==> src/rtl/config_register_programmer.sv <==
// config_register_programmer
//
// Serial master for the SELDYN/SELSTAT/SDO/SDI chain of the dynamic (16-bit)
// and static (88-bit) configuration shift registers. A parallel word is
// shifted MSB-first into the selected register. The old register contents
// return on SDI and are captured as readback. An optional second pass
// re-shifts the same word and compares what comes back against it.
//
// Ports
//   CLK      system clock, shared with the configuration register
//   RST_N    asynchronous active-low reset
//   START    single-cycle request, accepted only in IDLE
//   TARGET   0 = dynamic register, 1 = static register (sampled with START)
//   VERIFY   1 = run a verify pass (sampled with START)
//   WDATA    word to write; the dynamic register uses the low SIZESRDYN bits
//   SELDYN   shift enable to the dynamic register
//   SELSTAT  shift enable to the static register
//   SDO      serial data to the register's SDI
//   SDI      serial data from the register's SDO (its current MSB)
//   BUSY     high in SHIFT1, GAP and SHIFT2
//   DONE     one-cycle completion pulse
//   RDATA    register contents captured in pass 1 (upper bits zero for dynamic)
//   ERR      verify mismatch flag
//
// state     | meaning
// ----------+------------------------------------------------------------
// ST_IDLE   | waiting for START
// ST_SHIFT1 | write pass; old contents are captured into RDATA
// ST_GAP    | one idle cycle between passes; the transmit word is reloaded
// ST_SHIFT2 | verify pass; the returned word is compared against WDATA
// ST_DONE   | one-cycle DONE pulse
module config_register_programmer #(
  parameter int SIZESRSTAT = 88,
  parameter int SIZESRDYN  = 16,
  parameter int CNTW       = 7
) (
  input  logic                  CLK,
  input  logic                  RST_N,
  input  logic                  START,
  input  logic                  TARGET,
  input  logic                  VERIFY,
  input  logic [SIZESRSTAT-1:0] WDATA,
  output logic                  SELDYN,
  output logic                  SELSTAT,
  output logic                  SDO,
  input  logic                  SDI,
  output logic                  BUSY,
  output logic                  DONE,
  output logic [SIZESRSTAT-1:0] RDATA,
  output logic                  ERR
);

  typedef enum logic [2:0] {
    ST_IDLE,
    ST_SHIFT1,
    ST_GAP,
    ST_SHIFT2,
    ST_DONE
  } state_t;

  localparam logic [CNTW-1:0] LAST_DYN  = CNTW'(SIZESRDYN - 1);
  localparam logic [CNTW-1:0] LAST_STAT = CNTW'(SIZESRSTAT - 1);
  localparam logic [SIZESRSTAT-1:0] DYN_MASK =
    {SIZESRSTAT{1'b1}} >> (SIZESRSTAT - SIZESRDYN);

  state_t                  state, state_nxt;
  logic                    target_q, verify_q;
  logic [SIZESRSTAT-1:0]   wdata_q;
  logic [SIZESRSTAT-1:0]   tx_sh;
  logic [SIZESRSTAT-1:0]   rx_sh;
  logic [CNTW-1:0]         cnt;

  logic                    accept;
  logic                    shifting;
  logic                    last;
  logic                    tgt_nxt;
  logic [SIZESRSTAT-1:0]   aligned_in;
  logic [SIZESRSTAT-1:0]   aligned_q;
  logic [SIZESRSTAT-1:0]   rx_nxt;
  logic [SIZESRSTAT-1:0]   exp_word;

  // The transmit shifter always sends from its top bit. A dynamic word is
  // therefore left-justified so that its bit N-1 sits at the shifter MSB.
  always_comb begin
    aligned_in = TARGET   ? WDATA   : (WDATA   << (SIZESRSTAT - SIZESRDYN));
    aligned_q  = target_q ? wdata_q : (wdata_q << (SIZESRSTAT - SIZESRDYN));
    exp_word   = target_q ? wdata_q : (wdata_q & DYN_MASK);
    rx_nxt     = {rx_sh[SIZESRSTAT-2:0], SDI};
  end

  always_comb begin
    state_nxt = state;
    accept    = 1'b0;
    shifting  = 1'b0;
    last      = 1'b0;
    tgt_nxt   = target_q;
    case (state)
      ST_IDLE: begin
        if (START) begin
          accept    = 1'b1;
          tgt_nxt   = TARGET;
          state_nxt = ST_SHIFT1;
        end
      end
      ST_SHIFT1: begin
        shifting = 1'b1;
        last     = (cnt == (target_q ? LAST_STAT : LAST_DYN));
        if (last) state_nxt = verify_q ? ST_GAP : ST_DONE;
      end
      ST_GAP: begin
        state_nxt = ST_SHIFT2;
      end
      ST_SHIFT2: begin
        shifting = 1'b1;
        last     = (cnt == (target_q ? LAST_STAT : LAST_DYN));
        if (last) state_nxt = ST_DONE;
      end
      ST_DONE: begin
        state_nxt = ST_IDLE;
      end
      default: begin
        state_nxt = ST_IDLE;
      end
    endcase
  end

  always_ff @(posedge CLK or negedge RST_N) begin
    if (!RST_N) state <= ST_IDLE;
    else        state <= state_nxt;
  end

  always_ff @(posedge CLK or negedge RST_N) begin
    if (!RST_N) begin
      target_q <= 1'b0;
      verify_q <= 1'b0;
      wdata_q  <= '0;
      tx_sh    <= '0;
      rx_sh    <= '0;
      cnt      <= '0;
      SDO      <= 1'b0;
      RDATA    <= '0;
      ERR      <= 1'b0;
    end else if (accept) begin
      target_q <= TARGET;
      verify_q <= VERIFY;
      wdata_q  <= WDATA;
      // The first bit goes out in the very next cycle, so it moves straight
      // into SDO and the shifter keeps only the remaining bits.
      SDO      <= aligned_in[SIZESRSTAT-1];
      tx_sh    <= aligned_in << 1;
      rx_sh    <= '0;
      cnt      <= '0;
      ERR      <= 1'b0;
    end else if (state == ST_GAP) begin
      SDO      <= aligned_q[SIZESRSTAT-1];
      tx_sh    <= aligned_q << 1;
      rx_sh    <= '0;
      cnt      <= '0;
    end else if (shifting) begin
      rx_sh <= rx_nxt;
      cnt   <= cnt + CNTW'(1);
      if (last) begin
        SDO <= 1'b0;
        if (state == ST_SHIFT1) RDATA <= rx_nxt;
        else                    ERR   <= (rx_nxt != exp_word);
      end else begin
        SDO   <= tx_sh[SIZESRSTAT-1];
        tx_sh <= tx_sh << 1;
      end
    end
  end

  // Outputs are registered from the next state so that they line up with it.
  always_ff @(posedge CLK or negedge RST_N) begin
    if (!RST_N) begin
      SELDYN  <= 1'b0;
      SELSTAT <= 1'b0;
      BUSY    <= 1'b0;
      DONE    <= 1'b0;
    end else begin
      SELDYN  <= ((state_nxt == ST_SHIFT1) || (state_nxt == ST_SHIFT2)) && !tgt_nxt;
      SELSTAT <= ((state_nxt == ST_SHIFT1) || (state_nxt == ST_SHIFT2)) &&  tgt_nxt;
      BUSY    <= (state_nxt == ST_SHIFT1) || (state_nxt == ST_GAP) ||
                 (state_nxt == ST_SHIFT2);
      DONE    <= (state_nxt == ST_DONE);
    end
  end

endmodule

==> config.mk <==
export PLATFORM = sky130hd
export DESIGN_NAME = config_register_programmer
export DESIGN_NICKNAME = d
export VERILOG_FILES = /design/src/rtl/config_register_programmer.sv
export SDC_FILE = /design/constraint.sdc
export NUM_CORES = 1
export LEC_CHECK = 0
export CORE_ASPECT_RATIO = 1.25
export CORE_MARGIN = 4
export CORE_UTILIZATION = 40
export DETAILED_ROUTE_END_ITERATION = 6
export GPL_TIMING_DRIVEN = 0
export SLEW_MARGIN = 25
export SYNTH_ARGS = -nofsm -noshare
export SYNTH_HDL_FRONTEND = slang
export SYNTH_SLANG_ARGS = --single-unit
==> constraint.sdc <==
create_clock -name CLK -period 2.1 [get_ports CLK]
set_input_delay 0.315 -clock CLK [delete_from_list [all_inputs] [get_ports CLK]]
set_output_delay 0.315 -clock CLK [all_outputs]
set_load 0.02 [all_outputs]
# == Yosys cells after proc, flatten, opt, wreduce, memory -nomap -nowiden ==
# Cells that the tools add are included.
# classes
addsub,1
multipliers,0
div_mod_pow,0
magnitude_cmp,0
eq_ne,12
shift,0
n_mux,34
n_bitwise,2
reduce_logical,14
# op_table
op,count
88-bit 2-to-1 mux,7
87-bit 2-to-1 mux,3
88-bit inequality test,1
7-bit 2-to-1 mux,4
1-bit 2-to-1 mux,15
3-bit by 2-bit == test with 1-bit output (second input constant),4
3-bit 2-to-1 mux,4
3-bit one-hot mux with 4 select lines,1
7-bit by 1-bit adder with 7-bit output (second input constant),1
7-bit == test,1
3-bit by 1-bit == test with 1-bit output (second input constant),2
5-bit AND reduction,1
2-bit inequality test (second input constant),2
4-bit AND reduction,1
2-bit nonzero test,2
3-bit == test (second input constant),1
3-bit logical NOT,1
1-bit logical OR,3
3-bit by 2-bit inequality test with 1-bit output (second input constant),1
3-bit nonzero test,1
1-bit logical AND,2
1-bit NOT,2
2-bit AND reduction,1
2-bit OR reduction,1
1-bit logical NOT,1
# word_totals
reg_bits,369
latch_bits,0
ramBits,0
mem_bits_ro,0
in_bits,94
out_inout_bits,94
wordCells,77
memories,0

# == Depth between registers and ports, before layout ==
# Gate-level depths: netlist (run 1).
# depth
ltp_word,7
ltp_mapped,8
ltp_nobuf,7

# == Worst setup path before layout (run 1) ==
# Ideal clock, no wire load.
# synth_timing
path_kind,register to register
start,register target_q
end,register RDATA[86]
setup_time_ns,0.127
t_arrival_ns,2.183
t_required_ns,1.973
path_slack_ns,-0.210
path_stages_with_launch,9
n_path_buf,3
synth_period_minus_slack_ns,2.310
cell_sequence,dfrtp_1 buf_2 or4b_4 a211oi_4 nand2_2 nor2_4 buf_6 buf_12 mux2_1
# synth_between
elab_chain_len,4
# synth_lines
item,line_no,rtl
start: declaration,67,"logic target_q, verify_q;"
start signal: assignment,134,target_q <= 1'b0;
start signal: assignment,144,target_q <= TARGET;
7-bit 2-to-1 mux,"107, 115",
7-bit == test,"107, 115",
1-bit 2-to-1 mux,-,
5-bit AND reduction (no line),-,
end signal: assignment,164,if (state == ST_SHIFT1) RDATA <= rx_nxt;
end: declaration,49,"output logic [SIZESRSTAT-1:0] RDATA,"
# Every way passes these cells.
# A chain may end at the register's enable or synchronous reset.

# == Final worst setup path (run 1) ==
# layout_timing
start,register target_q
end,register ERR
# layout_between
elab_chain_len,7
elab_cells_between_ends,12
classes_between,eq/ne (2); mux (8); reduce/logical (2)
# layout_lines
item,line_no,rtl
88-bit 2-to-1 mux,87,exp_word = target_q ? wdata_q : (wdata_q & DYN_MASK);
88-bit inequality test,165,else ERR <= (rx_nxt != exp_word);
1-bit 2-to-1 mux,164,
1-bit 2-to-1 mux,162,if (last) begin
1-bit 2-to-1 mux,159,end else if (shifting) begin
1-bit 2-to-1 mux,154,end else if (state == ST_GAP) begin
1-bit 2-to-1 mux,143,end else if (accept) begin
end signal: assignment,165,
end: declaration,50,output logic ERR
# Several ways; a longest one is shown, not always the timed one. The select of a mux whose other input is x is not followed.

==> results.py, run 1 <==
metrics = {
    "yosys": {
        "synth_ff_type": "dfrtp_1",
        "synth_cell_type_count": 54,
        "synth_fp_nets": 1818,
        "synth_edf_count": 0,
        "async_flop_share_pct": 100,
        "syn_area_per_cell_um2": 9.82,
        "ys_seq_area_share_pct": 54.4,
        "yosys_warnings": 0,
        "synthCells": 1723,
        "synth_area_mm2": 0.0169,
        "ys_ff_latch": 368,
    },
    "floorplanning": {
        "fp.dieH_um": 238,
        "die_w_um": 192,
        "dieArea_mm2": 0.0457,
        "fp.coreArea_mm2": 0.0419,
        "start_util_pct": 40.4,
        "num_rows": 84,
        "num_io_pins": 188,
    },
    "cells_and_area": {
        "final_cells": 2575,
        "stdcell_area_mm2": 0.0231,
        "drive_gt1_share_pct": 21.4,
        "nFillCells": 3542,
        "antenna_cells": 0,
        "final-seq-area_mm2": 0.00921,
        "mostFrequentLayoutCell": "nand2_1",
        "layout_common_cells": "nand2_1, dfrtp_1, clkdlybuf4s50_1",
        "multi_input_area_mm2": 0.00829,
        "fin_nets": 2087,
        "syn2layout_area_growth_pct": 36.3,
    },
    "worst_setup_path": {
        "crit_type": "register to register",
        "path_max_fanout": 8,
        "cp-end-kind": "register",
        "reg2reg_depth": 8,
        "rr_endpoint": "ERR$_DFFE_PN0P_",
        "start_kind": "register",
        "arrival_ns": 2.84,
        "r2r_slack_ns": -0.31,
        "reg2reg_from": "target_q$_DFFE_PN0P_",
        "critical_path_required_ns": 2.53,
    },
    "detailed_routing": {
        "drtPass1Iterations": 7,
        "routed_wl_um": 59800,
        "drc": 6,
        "ant_nets": 0,
        "vias": 15116,
        "drt_iter0_drc": 1796,
        "avgRoutedWirePerCell_um": 23.2,
        "viasPerCell": 5.87,
    },
    "timing": {
        "max_slew_margin_pct": 49.6,
        "setup_viol": 181,
        "slew_violations": 0,
        "hold_viol_final": 0,
        "grt_setup_unrepaired": "yes",
        "finalCriticalPeriod_ns": 2.41,
        "whs_ns": 0.280,
        "tightest_slew_ns": 0.756,
        "min_period_over_period_pct": 115,
        "setup_ws_ns": -0.310,
        "fmax_mhz": 415,
        "clock-skew-final_ns": 0.0159,
    },
    "pwr": {
        "switchingPower_w": 0.0153,
        "power.density_mw_per_mm2": 1640,
        "ir_drop_mv": 0.740,
        "seqPwrFrac_pct": 38.7,
        "switching_share_pct": 40.5,
        "clock_power_share_pct": 18.3,
        "pwr-share-comb_pct": 43.0,
        "p_int_w": 0.0225,
        "fin_total_pwr_w": 0.0379,
        "p_leak_nw": 9.85,
    },
    "clock_tree": {
        "cts.path.max_buffers": 3,
        "numCtsBuffers": 40,
        "cts.htree.levels": 2,
        "clk_pin_slew_ns": 0.07,
        "root_buffer": "clkbuf_16",
        "clk_latency_ns": 0.55,
        "cts_sinks": 368,
        "cts_tree": "done",
    },
    "grt": {
        "grt.busiest_layer": "met2",
        "antenna_found_initial": 0,
        "use_met1_pct": 35.2,
        "met3_usage_pct": 3.38,
        "grt_use_total_pct": 25.6,
        "grt_pass1_vias": 14798,
        "grt_pass1_wl_um": 90100,
        "gr-usage-met2_pct": 41.0,
        "overflow": 0,
        "grt_start_max_net_pins": 90,
    },
    "run": {
        "cap_violations": 0,
    },
    "placed_design": {
        "pre_cts_ws_ns": -1.56,
        "place_area_mm2": 0.0197,
        "dp_hpwl_um": 41300,
        "port_buffers": 186,
        "dp_cells": 2472,
        "gp_congestion": 0.910,
    },
    "status": {
        "status": "finished with violations",
        "failed_checks": "DRC, setup timing",
    },
    "min_path": {
        "min_path_type": "input pin to asynchronous set/reset pin",
    },
}
==> sequential cells by signal, indices dropped and copies added (netlist names), 3 cells and up <==
name	cells
cnt	7
rx_sh	87
tx_sh	87
wdata_q	88
RDATA	88
state	3
==> power groups by stage <==
stage	Sequential [W]	Clock (W)	Combinational [W]
finish	0.0146	0.00694	0.0163
CTS	0.0144	0.00704	0.0156
global placement	0.0141	0	0.0126
global route	0.0150	0.00732	0.0176
floorplan	0.0137	0	0.00742
detailed placement	0.0142	0	0.0128
==> layout make-up <==
| type | count | share of cell area (%) |
|---|---|---|
| sequential | 368 | 39.9 |
| multi-input combinational | 1229 | 35.9 |
| timing repair buffer | 231 | 11.5 |
| clock buffer | 55 | 4.94 |
| buffer | 114 | 3.98 |
| tap | 559 | 3.03 |
| clock inverter | 11 | 0.532 |
| inverter | 8 | 0.130 |
==> logic make-up after synthesis <==
family	after synthesis	share of synthesized area (%)
simple gates	651	16.3
compound gates	408	15.7
flops	368	54.4
buf+inv	126	3.20
mux	121	7.81
xor+xnor	48	2.48
fa+ha+maj	1	0.0739
==> synthesized netlist by cell type (all sizes together) (3+ instances only) <==
master | count | share of area [%]
nand2 | 445 | 9.9
dfrtp | 368 | 54
o21ai | 137 | 4.1
nor2 | 130 | 2.9
a21oi | 104 | 3.1
clkbuf | 98 | 2.2
mux2 | 88 | 5.9
a222oi | 72 | 4.3
mux2i | 33 | 2.0
a22oi | 32 | 1.4
o22ai | 26 | 0.96
nor4bb | 24 | 1.4
xnor2 | 24 | 1.2
xor2 | 24 | 1.2
a31o | 23 | 1.2
buf | 20 | 0.85
nor4 | 11 | 0.41
inv | 8 | 0.18
nand3b | 8 | 0.35
nand3 | 7 | 0.21
nor2b | 4 | 0.15
and3 | 3 | 0.11
nand4 | 3 | 0.11
nand4b | 3 | 0.16
nor3 | 3 | 0.089
==> worst max path at each step <==
stage,start,end,depth (start not counted)
after floorplan,target_q$_DFFE_PN0P_,RDATA[0]$_DFFE_PN0P_,8
after global placement,RST_N,RDATA[0]$_DFFE_PN0P_,1
after detailed placement,START,tx_sh[63]$_DFFE_PN0P_,7
after CTS,target_q$_DFFE_PN0P_,ERR$_DFFE_PN0P_,8
after global routing,target_q$_DFFE_PN0P_,RDATA[52]$_DFFE_PN0P_,9
final,target_q$_DFFE_PN0P_,ERR$_DFFE_PN0P_,8
==> critical path, cell delays in order, from the launching register on <==
cell and delay [ns]:
dfrtp_1 0.38, buf_6 0.14, or4b_4 0.49, a211oi_4 0.27, buf_4 0.16, a31oi_1 0.08, o21a_1 0.23, nand4b_1 0.21
o32a_1 0.32
==> stage by stage <==
step	util [%]	TNS, ns
finish	55.0	-35.75
floorplan	-	-12.36
global route	55.0	-45.39
detailed placement	46.9	-271.19
global placement	46.7	-6066.15
CTS	54.0	-29.87
==> metal layers <==
| layer | vias to the layer above | wire length, µm |
|---|---|---|
| li1 | 6634 | - |
| met1 | 7638 | 25000 |
| met2 | 700 | 28000 |
| met3 | 144 | 3930 |
| met4 | 0 | 2840 |
| met5 | - | 0 |
==> timing repair <==
action,in CTS,in global routing
endpoints found under the setup margin,365,281
hold buffers,1,0
endpoints found under the hold margin,46,0
buffers inserted,20,5
cloned,16,2
resized for setup,317,127
pin swaps,7,7
Power figures use the tool's default switching activity.
==> run 2, diff against run 1 <==
SKIP_LAST_GASP = 1   (was not set)
==> run 2 against run 1 <==
The run still ends with DRC, setup timing left. First-iteration DRC count shrank 8.0%. Final area decreased by 1.1%. Global-route usage decreased by 0.17 points. Clock power about the same. Die area did not move. Critical path depth is 1 lower. Routed wire length shrank 0.67%. Cell count unchanged.
==> results.py, run 2 (synthesis results as in run 1) <==
metrics = {
    "worst_setup_path": {
        "worstPathCellList": "buf_6 > buf_2 > buf_2 > a22oi_1 > nor3_1 > nand4_1 > o32a_1",
        "start_kind": "register",
        "critPathTopFamily": "buffers and inverters",
        "cp_slowest_cell": "buf_2",
        "crit_path_frequent_cell": "buf_2",
        "cp-end-kind": "register",
        "max_stage_delay_ns": 0.38,
        "path_max_fanout": 10,
        "arrival_ns": 2.85,
        "cp_num_buf_inv": 3,
        "crit_type": "register to register",
        "critical_path_required_ns": 2.53,
    },
    "cells_and_area": {
        "layout_common_cells": "nand2_1, dfrtp_1, clkdlybuf4s50_1",
        "stdcell_area_mm2": 0.0228,
        "top_regs": "RDATA x88, wdata_q x88",
        "syn2layout_area_growth_pct": 34.7,
        "nFillCells": 3597,
        "mostFrequentLayoutCell": "nand2_1",
        "fin_nets": 2087,
        "antenna_cells": 0,
        "utilization_pct": 54.4,
        "drive_gt1_share_pct": 20.7,
    },
    "timing": {
        "whs_ns": 0.279,
        "max_slew_margin_pct": 50.0,
        "hold_viol_final": 0,
        "clock-skew-final_ns": 0.0138,
        "tightest_slew_ns": 0.750,
        "setup_tns_ns": -35.67,
        "finalCriticalPeriod_ns": 2.42,
        "slew_violations": 0,
        "min_period_over_period_pct": 115,
        "grt_setup_unrepaired": "yes",
        "setup_viol": 181,
        "setup_ws_ns": -0.321,
        "fmax_mhz": 413,
    },
    "detailed_routing": {
        "avgRoutedWirePerCell_um": 23.1,
        "drt_iter0_drc": 1652,
        "routed_wl_um": 59400,
        "viasPerCell": 5.83,
        "wl_met1_um": 24600,
        "highest_layer": "met4",
        "route.met3.wl_um": 3860,
        "ant_nets": 0,
        "drtPass1Iterations": 7,
        "vias": 15015,
        "drc": 3,
        "wl_met2_um": 28100,
    },
    "floorplanning": {
        "fp.dieH_um": 238,
        "dieArea_mm2": 0.0457,
        "start_util_pct": 40.4,
        "fp.coreArea_mm2": 0.0419,
        "die_w_um": 192,
        "num_rows": 84,
        "num_io_pins": 188,
    },
    "grt": {
        "grt_pass1_vias": 14728,
        "grt_pass1_wl_um": 89400,
        "grt_use_total_pct": 25.4,
        "antenna_found_initial": 0,
        "overflow": 0,
        "grt_start_max_net_pins": 90,
    },
    "placed_design": {
        "gp_congestion": 0.910,
        "dp_hpwl_um": 41300,
        "pre_cts_ws_ns": -1.56,
        "port_buffers": 186,
        "place_area_mm2": 0.0197,
    },
    "status": {
        "status": "finished with violations",
        "failed_checks": "DRC, setup timing",
    },
    "pwr": {
        "ir_drop_mv": 0.736,
        "p_leak_nw": 9.63,
        "power.density_mw_per_mm2": 1640,
    },
    "clock_tree": {
        "cts_sinks": 368,
        "numCtsBuffers": 40,
        "cts.path.max_buffers": 3,
        "root_buffer": "clkbuf_16",
        "cts_tree": "done",
        "cts.htree.levels": 2,
        "clk_latency_ns": 0.55,
        "clk_pin_slew_ns": 0.06,
    },
    "run": {
        "cap_violations": 0,
    },
    "min_path": {
        "min_path_type": "input pin to asynchronous set/reset pin",
    },
}
[run 2: cell types whose count changed in the layout (fill, tap and decap cells not counted)]
cell and change:
mux2_4 -50, buf_12 -2, buf_8 +1, nor2_4 -3, nand2_1 +1, clkbuf_1 +1
buf_1 -1, clkbuf_8 +1, a21oi_2 -8, a21oi_4 -1, mux2_2 +50, a21oi_1 +9
nand2_2 -1, nor2_1 +3
[run 2: where the power goes]
| part | total, W | switching [W] | internal (W) |
|---|---|---|---|
| Clock | 0.00693 | 0.00290 | 0.00403 |
| Combinational | 0.0159 | 0.00807 | 0.00779 |
| Sequential | 0.0146 | 0.00420 | 0.0104 |
[run 2: final timing paths]
check	from	to	slack (ns)	cells past startpoint
worst max-delay path	target_q$_DFFE_PN0P_	ERR$_DFFE_PN0P_	-0.32	7
worst min-delay path	RST_N	RDATA[58]$_DFFE_PN0P_	0.28	2
worst max register to register	target_q$_DFFE_PN0P_	ERR$_DFFE_PN0P_	-0.32	7
worst min register to register	verify_q$_DFFE_PN0P_	verify_q$_DFFE_PN0P_	0.48	2
max in group asynchronous	RST_N	wdata_q[11]$_DFFE_PN0P_	0.71	4
min in group CLK	WDATA[59]	wdata_q[59]$_DFFE_PN0P_	0.33	3
[run 2: final cells by class]
class | instances | area, µm² | area share [%]
Sequential cell | 368 | 9210 | 40.4
Multi-Input combinational cell | 1229 | 8030 | 35.2
Timing Repair Buffer | 231 | 2660 | 11.7
Clock buffer | 55 | 1140 | 4.99
Buffer | 114 | 907 | 3.98
Tap cell | 559 | 699 | 3.07
Clock inverter | 11 | 123 | 0.538
Inverter | 8 | 30.0 | 0.132
[run 2: stage by stage]
step | power, W | cells
floorplan | 0.0211 | 1723
global placement | 0.0267 | 2468
detailed placement | 0.0271 | 2472
CTS | 0.0367 | 2571
global route | 0.0394 | 2575
finish | 0.0374 | 2575
[run 2: metal layers]
layer	vias to the layer above	global-route usage, %
met5	-	0
met2	651	40.9
met3	143	3.60
met1	7580	34.7
li1	6641	-
met4	0	10.6
[run 2: repair_timing]
item | in CTS | in global routing
pin swaps | 7 | 7
endpoints found under the hold margin | 46 | 0
setup buffers | 20 | 5
resized for setup | 258 | 115
cloned | 16 | 2
setup endpoints to repair | 365 | 281
hold buffers | 1 | 0
==> edit, RTL diff (flow settings as in run 1) <==
Add an input register stage for `START`, `TARGET`, `VERIFY`, `WDATA` and `SDI`, with the module's reset; this delays them by one clock. Comments in the files are not updated.
--- a/src/rtl/config_register_programmer.sv
+++ b/src/rtl/config_register_programmer.sv
@@ -63,6 +63,28 @@
   localparam logic [SIZESRSTAT-1:0] DYN_MASK =
     {SIZESRSTAT{1'b1}} >> (SIZESRSTAT - SIZESRDYN);
 
+  logic START_q;
+  logic TARGET_q;
+  logic VERIFY_q;
+  logic [SIZESRSTAT-1:0] WDATA_q;
+  logic SDI_q;
+
+  always_ff @(posedge CLK or negedge RST_N) begin
+    if (!RST_N) begin
+      START_q  <= '0;
+      TARGET_q <= '0;
+      VERIFY_q <= '0;
+      WDATA_q  <= '0;
+      SDI_q    <= '0;
+    end else begin
+      START_q  <= START;
+      TARGET_q <= TARGET;
+      VERIFY_q <= VERIFY;
+      WDATA_q  <= WDATA;
+      SDI_q    <= SDI;
+    end
+  end
+
   state_t                  state, state_nxt;
   logic                    target_q, verify_q;
   logic [SIZESRSTAT-1:0]   wdata_q;
@@ -82,10 +104,10 @@
   // The transmit shifter always sends from its top bit. A dynamic word is
   // therefore left-justified so that its bit N-1 sits at the shifter MSB.
   always_comb begin
-    aligned_in = TARGET   ? WDATA   : (WDATA   << (SIZESRSTAT - SIZESRDYN));
+    aligned_in = TARGET_q ? WDATA_q : (WDATA_q << (SIZESRSTAT - SIZESRDYN));
     aligned_q  = target_q ? wdata_q : (wdata_q << (SIZESRSTAT - SIZESRDYN));
     exp_word   = target_q ? wdata_q : (wdata_q & DYN_MASK);
-    rx_nxt     = {rx_sh[SIZESRSTAT-2:0], SDI};
+    rx_nxt     = {rx_sh[SIZESRSTAT-2:0], SDI_q};
   end
 
   always_comb begin
@@ -96,9 +118,9 @@
     tgt_nxt   = target_q;
     case (state)
       ST_IDLE: begin
-        if (START) begin
+        if (START_q) begin
           accept    = 1'b1;
-          tgt_nxt   = TARGET;
+          tgt_nxt   = TARGET_q;
           state_nxt = ST_SHIFT1;
         end
       end
@@ -141,9 +163,9 @@
       RDATA    <= '0;
       ERR      <= 1'b0;
     end else if (accept) begin
-      target_q <= TARGET;
-      verify_q <= VERIFY;
-      wdata_q  <= WDATA;
+      target_q <= TARGET_q;
+      verify_q <= VERIFY_q;
+      wdata_q  <= WDATA_q;
       // The first bit goes out in the very next cycle, so it moves straight
       // into SDO and the shifter keeps only the remaining bits.
       SDO      <= aligned_in[SIZESRSTAT-1];
Function: not settled (the Yosys comparison gave no result); the edit may change what the design does.
==> edit against run 1 <==
- the flow still finishes with violations (design-rule violations, negative setup slack)
- worst setup slack worse by 0.29 ns
- synthesized area is 13% higher
- count of clock-buffer cells in the layout up 7
- hold slack worse by 0.11 ns
- wire length grew 12%
- final area rose by 14%
- highest routed layer unchanged
- synthesized cell count grew 4.6%
- total power increased by 1.2%
- critical endpoint unchanged
- final cell count increased by 7.5%
- core utilization rose by 0.78 points
- sequential cell count rose by 92
==> edit: results (changes against run 1) <==
Run status:
- The run finished, with violations left.
- The final reports fail on design-rule violations, negative setup slack.

GRT:
- The global-route usage over all layers was 25.3% (-0.25 points).
- The met2 capacity usage during global routing came to 43.5% (+2.4 points).
- The pin count of the biggest net entering global routing is 94 (+4.4%).
- The met1 layer usage reported by global route is 31.8% (-3.4 points).
- The met3 demand-to-capacity share in global routing is 4.36% (+0.98 points).

Place:
- The number of placed instances, taps included is 2,632 (+6.5%).
- The setup slack at placement is -1.24 ns (+0.315 ns).

Worst setup path:
- The arrival time of the worst setup path was 3.16 ns (+0.32 ns).
- The delay of the slowest cell on the worst path is 0.56 ns (+0.07 ns).

Logic synthesis:
- The number of distinct standard cells referenced by the synthesized netlist is 58 (+7.4%).
- The combined area of all synthesized cells is 19,100 um^2 (+13%).
- The commonest cells after synthesis are sky130_fd_sc_hd__dfrtp_1 (460), sky130_fd_sc_hd__nand2_1 (417), sky130_fd_sc_hd__nor2_1 (121), sky130_fd_sc_hd__o21ai_0 (117), sky130_fd_sc_hd__a21oi_1 (109).

Finish:
- The layout filler cell count is 4,060 (+15%).
- The clock network area share is 6.24% (+0.77 points).
- The number of clock buffers in the layout is 62 (+13%).

Routing:
- The wire length the detailed router placed on met1 was 25,900 um (+3.6%).
- The final routed wire length divided by cell count is 24.2 um (+4.2%).
- The final routed DRC violation total is 2 (-4).

STA:
- The clock skew is 0.0133 ns (-0.00259 ns).
- The count of endpoints failing setup in the final report came to 182 (+0.55%).
- The worst path setup slack after routing came to -0.600 ns (-0.290 ns).

Pwr:
- The total internal power is 23.5 mW (+4.5%).
- The worst voltage drop across the vdd grid is 0.823 mV (+11%).
- The leakage component of the power is 11.4 nW (+16%).
- The power per standard cell area is 1460 nW/um^2 (-11%).
==> edit: changes by cell type after synthesis, sizes merged, moves of 14 or more <==
cell    change
a22oi      -14
a31o       -21
dfrtp      +92
inv        +14
nand2      -28
nand3      +19
nor4bb     -22
o21ai      -19
==> edit: logic make-up (layout without fill, tap and decap cells) <==
family | Yosys count | after routing | share of synthesized area (%)
adder cells (fa/ha/maj) | 1 | 1 | 0.0655
flip-flops | 460 | 460 | 60.3
multiplexers | 120 | 120 | 6.87
AND/OR/NAND/NOR | 641 | 641 | 14.2
XOR/XNOR | 45 | 45 | 2.07
buffers and inverters | 143 | 470 | 3.12
AO/OA/AOI/OAI | 393 | 393 | 13.4
==> edit: timing repair <==
item	4_1_cts	5_1_grt
pin swaps	10	9
buffers inserted	32	7
gates resized for setup	424	120
gates cloned	23	3
hold buffers	1	0
setup endpoints to repair	366	477
hold endpoints to repair	77	0
